<file path="config.mk">
export PLATFORM = sky130hd
export DESIGN_NAME = stream_demux_flat
export DESIGN_NICKNAME = d
export VERILOG_FILES = /design/src/rtl/stream_demux_if.sv /design/src/rtl/stream_demux.sv /design/src/flat_wrapper.sv
export SDC_FILE = /design/constraint.sdc
export NUM_CORES = 1
export LEC_CHECK = 0
export ABC_AREA = 1
export ABC_CLOCK_PERIOD_IN_PS = 1600
export BUFFER_PORTS_ARGS = -buffer_cell sky130_fd_sc_hd__buf_2
export CORE_AREA = 8 8 114 116
export CTS_CLUSTER_DIAMETER = 30
export DETAILED_ROUTE_END_ITERATION = 7
export DIE_AREA = 0 0 122 124
export PLACE_DENSITY = 0.78
export SYNTH_ARGS = -nofsm -noshare
export SYNTH_HDL_FRONTEND = slang
export SYNTH_SLANG_ARGS = --single-unit
</file>
<file path="constraint.sdc">
create_clock -name clk_i -period 1.6 [get_ports clk_i]
set_clock_uncertainty 0.15 [all_clocks]
set_input_delay 0.32 -clock clk_i [delete_from_list [all_inputs] [get_ports clk_i]]
set_output_delay 0.32 -clock clk_i [all_outputs]
set_load 0.05 [all_outputs]
</file>
<file path="src/rtl/stream_demux_if.sv">
// Valid/ready bundle for stream_demux: one producer-side stream plus NUM_CH consumer lanes.
// The slave modport is the demux's view; the master modport is the surrounding system's view.
interface stream_demux_if #(
    parameter int DATA_WIDTH = 32,
    parameter int NUM_CH     = 8
);
    localparam int SEL_WIDTH = $clog2(NUM_CH);

    logic [SEL_WIDTH-1:0]         sel_i;
    logic                         s_valid_i;
    logic                         s_ready_o;
    logic [DATA_WIDTH-1:0]        s_data_i;
    logic [NUM_CH-1:0]            m_valid_o;
    logic [NUM_CH-1:0]            m_ready_i;
    logic [NUM_CH*DATA_WIDTH-1:0] m_data_o;
    logic                         err_o;

    modport slave (
        input  sel_i, s_valid_i, s_data_i, m_ready_i,
        output s_ready_o, m_valid_o, m_data_o, err_o
    );

    modport master (
        output sel_i, s_valid_i, s_data_i, m_ready_i,
        input  s_ready_o, m_valid_o, m_data_o, err_o
    );
endinterface

</file>
<file path="src/rtl/stream_demux.sv">
// Registered 1-to-NUM_CH valid/ready stream demultiplexer with out-of-range select detection.
// Optional per-channel delivered-beat counters are built when STREAM_DEMUX_STATS_EN is defined.
module stream_demux #(
    parameter int DATA_WIDTH = 32,
    parameter int NUM_CH     = 8,
    parameter int CNT_WIDTH  = 16
) (
    input  logic                        clk_i,
    input  logic                        arst_i,
    stream_demux_if.slave               bus
`ifdef STREAM_DEMUX_STATS_EN
    ,
    input  logic                        cnt_clr_i,
    output logic [NUM_CH*CNT_WIDTH-1:0] ch_cnt_o
`endif
);
    localparam int SEL_WIDTH = $clog2(NUM_CH);

    typedef enum logic {
        EMPTY = 1'b0,
        FULL  = 1'b1
    } state_e;

    state_e                state_q;
    logic [NUM_CH-1:0]     valid_q;
    logic [DATA_WIDTH-1:0] data_q;
    logic                  err_q;

    logic [NUM_CH-1:0]     selOneHot;
    logic                  selInRange;
    logic                  outHs;
    logic                  accept;
    logic                  load;

    // A select value with no matching channel decodes to all zeros, which doubles as the range check.
    always_comb begin
        selOneHot = '0;
        for (int k = 0; k < NUM_CH; k++) begin
            selOneHot[k] = (bus.sel_i == SEL_WIDTH'(k));
        end
    end

    assign selInRange    = |selOneHot;
    assign outHs         = |(valid_q & bus.m_ready_i);
    assign bus.s_ready_o = (state_q == EMPTY) | outHs;
    assign accept        = bus.s_valid_i & bus.s_ready_o;
    assign load          = accept & selInRange;

    // valid_q is the one-hot destination of the held beat, so it serves as both dest and m_valid_o.
    always_ff @(posedge clk_i or posedge arst_i) begin
        if (arst_i) begin
            state_q <= EMPTY;
            valid_q <= '0;
            data_q  <= '0;
            err_q   <= 1'b0;
        end else begin
            err_q <= accept & ~selInRange;
            case (state_q)
                EMPTY: begin
                    if (load) begin
                        state_q <= FULL;
                        valid_q <= selOneHot;
                        data_q  <= bus.s_data_i;
                    end
                end
                FULL: begin
                    if (load) begin
                        valid_q <= selOneHot;
                        data_q  <= bus.s_data_i;
                    end else if (outHs) begin
                        state_q <= EMPTY;
                        valid_q <= '0;
                    end
                end
                default: begin
                    state_q <= EMPTY;
                    valid_q <= '0;
                end
            endcase
        end
    end

    assign bus.m_valid_o = valid_q;
    assign bus.err_o     = err_q;

    always_comb begin
        bus.m_data_o = '0;
        for (int k = 0; k < NUM_CH; k++) begin
            bus.m_data_o[k*DATA_WIDTH +: DATA_WIDTH] = valid_q[k] ? data_q : '0;
        end
    end

`ifdef STREAM_DEMUX_STATS_EN
    logic [CNT_WIDTH-1:0] cnt_q [NUM_CH];

    // Saturating counters; a clear wins over an increment landing in the same cycle.
    always_ff @(posedge clk_i or posedge arst_i) begin
        if (arst_i) begin
            for (int k = 0; k < NUM_CH; k++) begin
                cnt_q[k] <= '0;
            end
        end else begin
            for (int k = 0; k < NUM_CH; k++) begin
                if (cnt_clr_i) begin
                    cnt_q[k] <= '0;
                end else if (valid_q[k] && bus.m_ready_i[k] && (cnt_q[k] != '1)) begin
                    cnt_q[k] <= cnt_q[k] + 1'b1;
                end
            end
        end
    end

    always_comb begin
        ch_cnt_o = '0;
        for (int k = 0; k < NUM_CH; k++) begin
            ch_cnt_o[k*CNT_WIDTH +: CNT_WIDTH] = cnt_q[k];
        end
    end
`endif
endmodule

</file>
<file path="src/flat_wrapper.sv">
// flat-port wrapper written by rule: the top's interface ports become plain ports
module stream_demux_flat 
#(
    parameter int DATA_WIDTH = 32,
    parameter int NUM_CH     = 8,
    parameter int CNT_WIDTH  = 16
)
  (clk_i, arst_i, bus_sel_i, bus_s_valid_i, bus_s_data_i, bus_m_ready_i, bus_s_ready_o, bus_m_valid_o, bus_m_data_o, bus_err_o);
  stream_demux_if #(.DATA_WIDTH(DATA_WIDTH), .NUM_CH(NUM_CH)) bus_i ();
  input  logic clk_i;
  input  logic arst_i;
  input wire logic [$bits(bus_i.sel_i)-1:0] bus_sel_i;
  input wire logic [$bits(bus_i.s_valid_i)-1:0] bus_s_valid_i;
  input wire logic [$bits(bus_i.s_data_i)-1:0] bus_s_data_i;
  input wire logic [$bits(bus_i.m_ready_i)-1:0] bus_m_ready_i;
  output wire logic [$bits(bus_i.s_ready_o)-1:0] bus_s_ready_o;
  output wire logic [$bits(bus_i.m_valid_o)-1:0] bus_m_valid_o;
  output wire logic [$bits(bus_i.m_data_o)-1:0] bus_m_data_o;
  output wire logic [$bits(bus_i.err_o)-1:0] bus_err_o;
  assign bus_i.sel_i = bus_sel_i;
  assign bus_i.s_valid_i = bus_s_valid_i;
  assign bus_i.s_data_i = bus_s_data_i;
  assign bus_i.m_ready_i = bus_m_ready_i;
  assign bus_s_ready_o = bus_i.s_ready_o;
  assign bus_m_valid_o = bus_i.m_valid_o;
  assign bus_m_data_o = bus_i.m_data_o;
  assign bus_err_o = bus_i.err_o;
  stream_demux #(.DATA_WIDTH(DATA_WIDTH), .NUM_CH(NUM_CH), .CNT_WIDTH(CNT_WIDTH)) u_core (.clk_i(clk_i), .arst_i(arst_i), .bus(bus_i));
endmodule
</file>
# After elaboration in Yosys (flattened, before gate mapping)
# Cells that the tools add are included.
# word_totals
word_cells	41
output_inout_bits	266
register_bits	42
inputBits	46
# op_classes
reduce_logical	4
mux	17
n_eq_ne	9
n_bitwise	7
# ops
operator	n
$mux 32	9
$mux 8	3
$pmux 8 s2	1
$reduce_or 8->1	2
$eq 3x3->1 const B	4
$and 8x8->8	1
$eq 3x2->1 const B	2
$and 1x1->1	3
$eq 3x1->1 const B	1
$logic_not 3->1	1
$mux 1	3
$ne 3x3->1 const B	1
$ne 2x1->1 const B	1
$not 1->1	2
$pmux 1 s2	1
$reduce_and 2->1	1
$or 1x1->1	1

# Longest topological paths before layout
# Gate-level depths: netlist (run 1).
# logic_depth
depth_word	7
mapped_depth	9

# Least setup slack after synthesis (run 1)
# OpenSTA, ideal clock, no wires.
# synth_path
kind	register -> output
start	register u_core.valid_q[3] (netlist: u_core.bus.m_valid_o[3])
end	output bus_m_data_o[100]
t_required_ns	1.130
t_arrival_ns	1.507
path_slack_ns	-0.377
stages_incl_launch_ff	5
n_path_buf	2
cell_sequence	dfrtp_1 buf_2 clkbuf_1 nand2_1 inv_1
# synth_via
elab_chain_cells	1
# synth_lines
element	line	rtl
from (decl)	stream_demux.sv:25	logic [NUM_CH-1:0] valid_q;
from (signal assigned)	stream_demux.sv:62	valid_q <= selOneHot;
from (signal assigned)	stream_demux.sv:68	valid_q <= selOneHot;
$mux 32	stream_demux.sv:89	bus.m_data_o[k*DATA_WIDTH +: DATA_WIDTH] = valid_q[k] ? data_q : '0;
to (decl)	flat_wrapper.sv:18	output wire logic [$bits(bus_i.m_data_o)-1:0] bus_m_data_o;
# No other way between the ends.

# Worst setup path after layout (run 1)
# layout_path
start	register u_core.data_q[20]
end	output bus_m_data_o[212]
# layout_via
elab_chain_cells	1
# layout_lines
element	line	rtl
from (decl)	stream_demux.sv:26	logic [DATA_WIDTH-1:0] data_q;
from (signal assigned)	stream_demux.sv:63	data_q <= bus.s_data_i;
from (signal assigned)	stream_demux.sv:69	data_q <= bus.s_data_i;
$mux 32	stream_demux.sv:89	
# No other way between the ends.

==> metrics, run 1 <==
status=finished with violations; failing checks=negative setup slack; drt via density=4.848; Worst setup SP type=flop; max-slew violation count=0; count of cell types in the netlist=15; wire per inst=20.43 µm; vias in the first global route=6047; final setup margin=-256.0 ps; CTS tree=done; crit path max fanout=9; WL met1=8564 µm; largest net degree at the start of global routing=27; RSZ-0062 raised after global routing=true; overall power=23.21 mW; initial antenna violation count=0; area delta synth->final=142.9%; CTS H-tree depth=2; area of the die=15130 µm²; routed length on met2=13320 µm; max layer used=met4; critical path class=reg -> out; Worst IR Drop VDD=1829 µV; Worst-Skew Late Latency=280 ps; Cell Pwr Density=2407 nW/µm²; Arrival @ worst endpoint=1390 ps; Root Buffer Master=clkbuf_16; Final Hold Slack=110.3 ps; Tot GR Track Use=27.34%; max-cap violations=0; DRT Wirelength=25210 µm; endpoint class of the critical path=output pin; syn_nets=833; Cell Rows=39; Cells after DPL=1221; half-perimeter wire length after placement=15420 µm; initial DRC count=474; post-synthesis sequential area ratio=26.47%; Req. time, crit path=1130 ps; Final nets=1136; Die X=122 µm; Buffers on Ports=311; worst min path class=in -> reg; IO Count=312; grt total ovfl=0; fmax=538.8 MHz; Initial Utilization=35.53%; layout cells sized above 1=80.02%; #FFs+latches synth=42; Leak=4.478 nW; DRC Markers=0; final hold violation count=0; synth warn=0; total CTS buffers=5; Final min period=1856 ps; Die H=124 µm; Pre-Repair DR Iteration Count=7; routed wl met3=2473 µm; Synth Instances=787; Setup violations, final=293; fillcell total=529; first-pass GRT wire length=32220 µm; Cell Count, Final, Fillers Out=1234; CTS sink count=42; Clock Path Buffers=2; Antenna Cells=0; Tcrit/Tclk final=116.0%; gpl congestion=0.7900; Post-Syn Area=3970 µm²; Vias=5982; Core Area=11170 µm²; synthesized area per cell=5.045 µm²; Worst-path clk slew=70 ps; post-route ant nets=0
-- layer usage --
layer / GRT usage, % / up-vias
met1: 27.54 / 2849
met5: 0 / -
li1: - / 2692
met4: 9.483 / 0
met3: 8.704 / 70
met2: 51.90 / 371
-- cell families (layout without fill, tap and decap cells) --
| kind of cell | Yosys count | in the layout | synth area share, % |
|---|---|---|---|
| and+or+nand+nor | 407 | 407 | 40.59 |
| buffers and inverters | 337 | 641 | 32.84 |
| DFF | 42 | 42 | 26.47 |
| other | 1 | 1 | 0.09446 |
-- final cells by class --
cell class	count	area, µm²	share of cell area (%)
flip-flops and latches	42	1075	11.14
inverters	261	1881	19.50
well taps	143	178.9	1.855
repair buffers	372	3770	39.09
clock buffers	5	125.1	1.297
clock inverters	3	21.27	0.2206
multi-input cells	408	2594	26.89
-- critical path, stage by stage (launching register included) --
cell,delay [ps]
dfrtp_1,640
nand2_1,190
clkinvlp_4,120
buf_6,150
-- flip-flops by register name, indices dropped and copies added (netlist names) --
signal and cells:
u_core.data_q 32, u_core.bus.m_valid_o 8, u_core.bus.err_o 1, u_core.state_q 1
-- synthesized netlist by cell type, drive strengths merged --
master / number / share of area [%]
buf: 21 / 3.0
clkbuf: 55 / 5.2
conb: 1 / 0.094
dfrtp: 42 / 26
inv: 261 / 25
nand2: 355 / 34
nand3: 41 / 5.3
nor2: 10 / 1.2
or2: 1 / 0.16
-- report_power, final --
part	internal, mW	switching [mW]	total [mW]
Combinational	6.65	12.8	19.4
Sequential	1.63	1.13	2.76
Clock	0.578	0.434	1.01
Total	8.86	14.4	23.2
-- repair_timing --
action,4_1_cts,5_1_grt
gates resized for setup,300,286
pin swaps,0,3
setup buffers,1,2
endpoints found under the hold margin,17,0
gates cloned,0,1
hold buffers,1,0
setup endpoints to repair,273,294
-- worst paths after layout --
| check | startpoint | endpoint | slack [ps] | depth (start not counted) |
|---|---|---|---|---|
| max in group asynchronous | arst_i | u_core.bus.m_valid_o[6] | 290 | 4 |
| worst min-delay path | bus_s_data_i[4] | u_core.data_q[4] | 110 | 3 |
| min in group asynchronous | arst_i | u_core.data_q[23] | 500 | 3 |
| worst max register to register | u_core.bus.m_valid_o[3] | u_core.bus.m_valid_o[7] | -80 | 8 |
| worst min register to register | u_core.data_q[27] | u_core.data_q[27] | 460 | 2 |
| worst max-delay path | u_core.data_q[20] | bus_m_data_o[212] | -260 | 3 |
-- layout by cell type (no fill, tap or decap), types with 21 or more instances in the layout --
| master | n |
|---|---|
| buf_12 | 36 |
| dfrtp_1 | 23 |
| buf_6 | 133 |
| buf_8 | 21 |
| nand3_1 | 40 |
| buf_4 | 110 |
| clkinvlp_4 | 241 |
| nand2_2 | 146 |
| buf_2 | 60 |
| nand2_1 | 126 |
| nand2_4 | 83 |
-- through the flow --
step / worst slack, ps / instance area, µm² / utilization (%) / TNS (ps)
3_3_place_gp: 45.48 / 7924 / 70.91 / 0
2_1_floorplan: -78.07 / 6062 / - / -10350
4_1_cts: -224.9 / 8947 / 80.07 / -39410
3_5_place_dp: 11.42 / 7924 / 70.91 / 0
5_1_grt: -270.3 / 9644 / 86.31 / -51870
6_report: -256.0 / 9644 / 86.31 / -40780
Power figures use the tool's default switching activity.
==> run 2, diff against run 1 <==
BUFFER_PORTS_ARGS = default   (was -buffer_cell sky130_fd_sc_hd__buf_2)
CORE_AREA = default   (was 8 8 114 116)
CORE_MARGIN = 8   (was default)
CORE_UTILIZATION = 35   (was default)
DIE_AREA = default   (was 0 0 122 124)
DONT_BUFFER_PORTS = 1   (was default)
PLACE_DENSITY = 0.53   (was 0.78)
==> run 2 against run 1 <==
  * The run ends with negative hold slack, negative setup slack left
  * Die area fell by 0.80%
  * Sequential cell count is the same
  * Global-route usage shrank 4.8 points
  * Register-to-register slack worse by 50 ps
  * Highest routed layer unchanged
  * Critical endpoint is now bus_m_data_o[253]
  * Setup slack lost 12 ps
  * Worst hold slack worse by 110 ps
  * Cell count fell by 23%
  * Critical path depth did not move
==> metrics, run 2 (synthesis gave the netlist of run 1 again) <==
Slew headroom=66.11%; Setup TNS=-53900 ps (-13120 ps); Worst-path clk slew=70 ps (about the same); CTS H-tree depth=2 (unchanged); Vias=4580 (-23%); drt via density=4.811 (-0.76%); vias in the first global route=4466 (-26%); Initial Utilization=35.37% (-0.15 points); Worst-Skew Late Latency=280 ps (about the same); Root Buffer Master=clkbuf_16; status=finished with violations; Die H=122.5 µm (-1.2%); CTS tree=done; Die X=122.5 µm (+0.41%); Final nets=854 (-25%); layout cells sized above 1=82.69% (+2.7 points); Final Hold Slack=-4.156 ps (-114.5 ps); critical path class=reg -> out; CTS sink count=42 (unchanged); failing checks=negative hold slack, negative setup slack; DRT Wirelength=19660 µm (-22%); total CTS buffers=5 (unchanged); area of the multi-input gates=3172 µm² (+22%); final setup margin=-267.7 ps (-11.69 ps); Tot GR Track Use=22.54% (-4.8 points); Pre-Repair DR Iteration Count=4 (-3); reg2reg end=u_core.bus.m_valid_o[6]; worst min path class=in -> reg; post-route ant nets=0 (unchanged); most common cell after layout, fill and taps aside=clkinvlp_4; largest net degree at the start of global routing=44 (+63%); initial antenna violation count=0 (unchanged); Least-Margin Pin Slew=508.3 ps; IO Count=312 (unchanged); Buffers on Ports=0 (-100%); Setup violations, final=301 (+2.7%); Core Area=11220 µm² (+0.44%); initial DRC count=225 (-53%); DP Area=6327 µm² (-20%); half-perimeter wire length after placement=13690 µm (-11%); post-route cell area=8016 µm² (-17%); max-cap violations=0 (unchanged); crit path max fanout=9 (unchanged); final hold violation count=1 (+1); wire per inst=20.65 µm (+1.1%); area delta synth->final=101.9%; Reg2Reg Setup Slack=-130 ps (-50 ps); fmax=535.4 MHz (-0.63%); Clock Path Buffers=2 (unchanged); Hold Startpoint=bus_s_data_i[20]; reg2reg path depth=9 (+1); max-slew violation count=0 (unchanged); Tcrit/Tclk final=116.7% (+0.73 points); Antenna Cells=0 (unchanged); Crit Reg-Reg Startpoint=u_core.bus.m_valid_o[0]; Reg area=1085 µm² (+0.93%); Req. time, crit path=1130 ps (about the same); WHS Path Cells=2 (-1); RSZ-0062 raised after global routing=true; Hold Crit Endpoint=u_core.data_q[20]; first-pass GRT wire length=26480 µm (-18%); DRC Markers=0 (unchanged); Most flops, register=u_core.data_q; Arrival @ worst endpoint=1400 ps (about the same); commonest non-fill, non-tap cells in the layout=240 x clkinvlp_4, 134 x nand2_4, 124 x nand2_2; area of the die=15010 µm² (-0.80%); Worst setup SP type=flop; endpoint class of the critical path=output pin; Cell Rows=39 (unchanged); max reg flops=32 (unchanged); gpl congestion=0.8319 (+5.3%); fillcell total=895 (+69%); grt total ovfl=0 (unchanged); Place WS=-9.257 ps (-20.68 ps); Final min period=1868 ps (+11.69 ps)
==> run 2: cell count changes in the layout (fill, tap and decap cells not counted), moves of 11 or more <==
cell       change
buf_6        -127
nand3_1       -30
nand2_2       -22
buf_8         -13
nand3_2       +29
clkbuf_16     +11
inv_1         -12
nand2_1       -31
buf_2         -60
buf_4         -96
nand2_4       +51
==> run 2: worst max path at each step <==
stage	from	to	slack, ps	depth (start not counted)
floorplan	u_core.bus.m_valid_o[0]	bus_m_data_o[23]	-80	4
global placement	u_core.data_q[10]	bus_m_data_o[106]	20	2
detailed placement	u_core.data_q[10]	bus_m_data_o[106]	-9	2
CTS	u_core.bus.m_valid_o[2]	bus_m_data_o[69]	-230	3
global route	u_core.bus.m_valid_o[7]	bus_m_data_o[253]	-290	3
finish	u_core.bus.m_valid_o[7]	bus_m_data_o[253]	-270	3
==> run 2: timing repair <==
| item | 4_1_cts | 5_1_grt |
|---|---|---|
| endpoints found under the hold margin | 19 | 2 |
| setup buffers | 2 | 8 |
| gates cloned | 2 | 15 |
| hold buffers | 2 | 2 |
| setup endpoints to repair | 261 | 303 |
| pin swaps | 3 | 43 |
| gates resized for setup | 104 | 179 |
==> run 2: metrics by stage <==
stage	util, %	std cells
after CTS	61.58	927
after detailed placement	56.38	913
after global routing	71.43	952
after floorplan	-	787
final	71.43	952
after global placement	56.38	913
==> run 2: routing by layer <==
metal  routed length [µm]  part of all wire, %  GRT usage, %  vias up
met3                 1991                   10         7.912       16
met5                    0                    0             0        -
li1                     -                    -             -     2143
met1                 7212                   37         25.89     2217
met2                10240                   52         40.18      204
met4                  214                  1.1         3.427        0
==> run 2: area by class of cell <==
class / instances / share of cell area, %
Clock buffer: 5 / 1.561
Clock inverter: 3 / 0.8584
Inverter: 261 / 23.52
Multi-Input combinational cell: 411 / 39.57
Sequential cell: 42 / 13.53
Tap cell: 143 / 2.232
Timing Repair Buffer: 87 / 18.73
==> run 2: worst max-delay path, cell delays in order (launching register included) <==
cell and delay, ps:
dfrtp_2 550, clkbuf_16 270, nand2_4 70, clkinvlp_4 220
Power of run 2 is not shown: default switching activity piles up to over one toggle a cycle in this logic, so the estimate is an artifact.
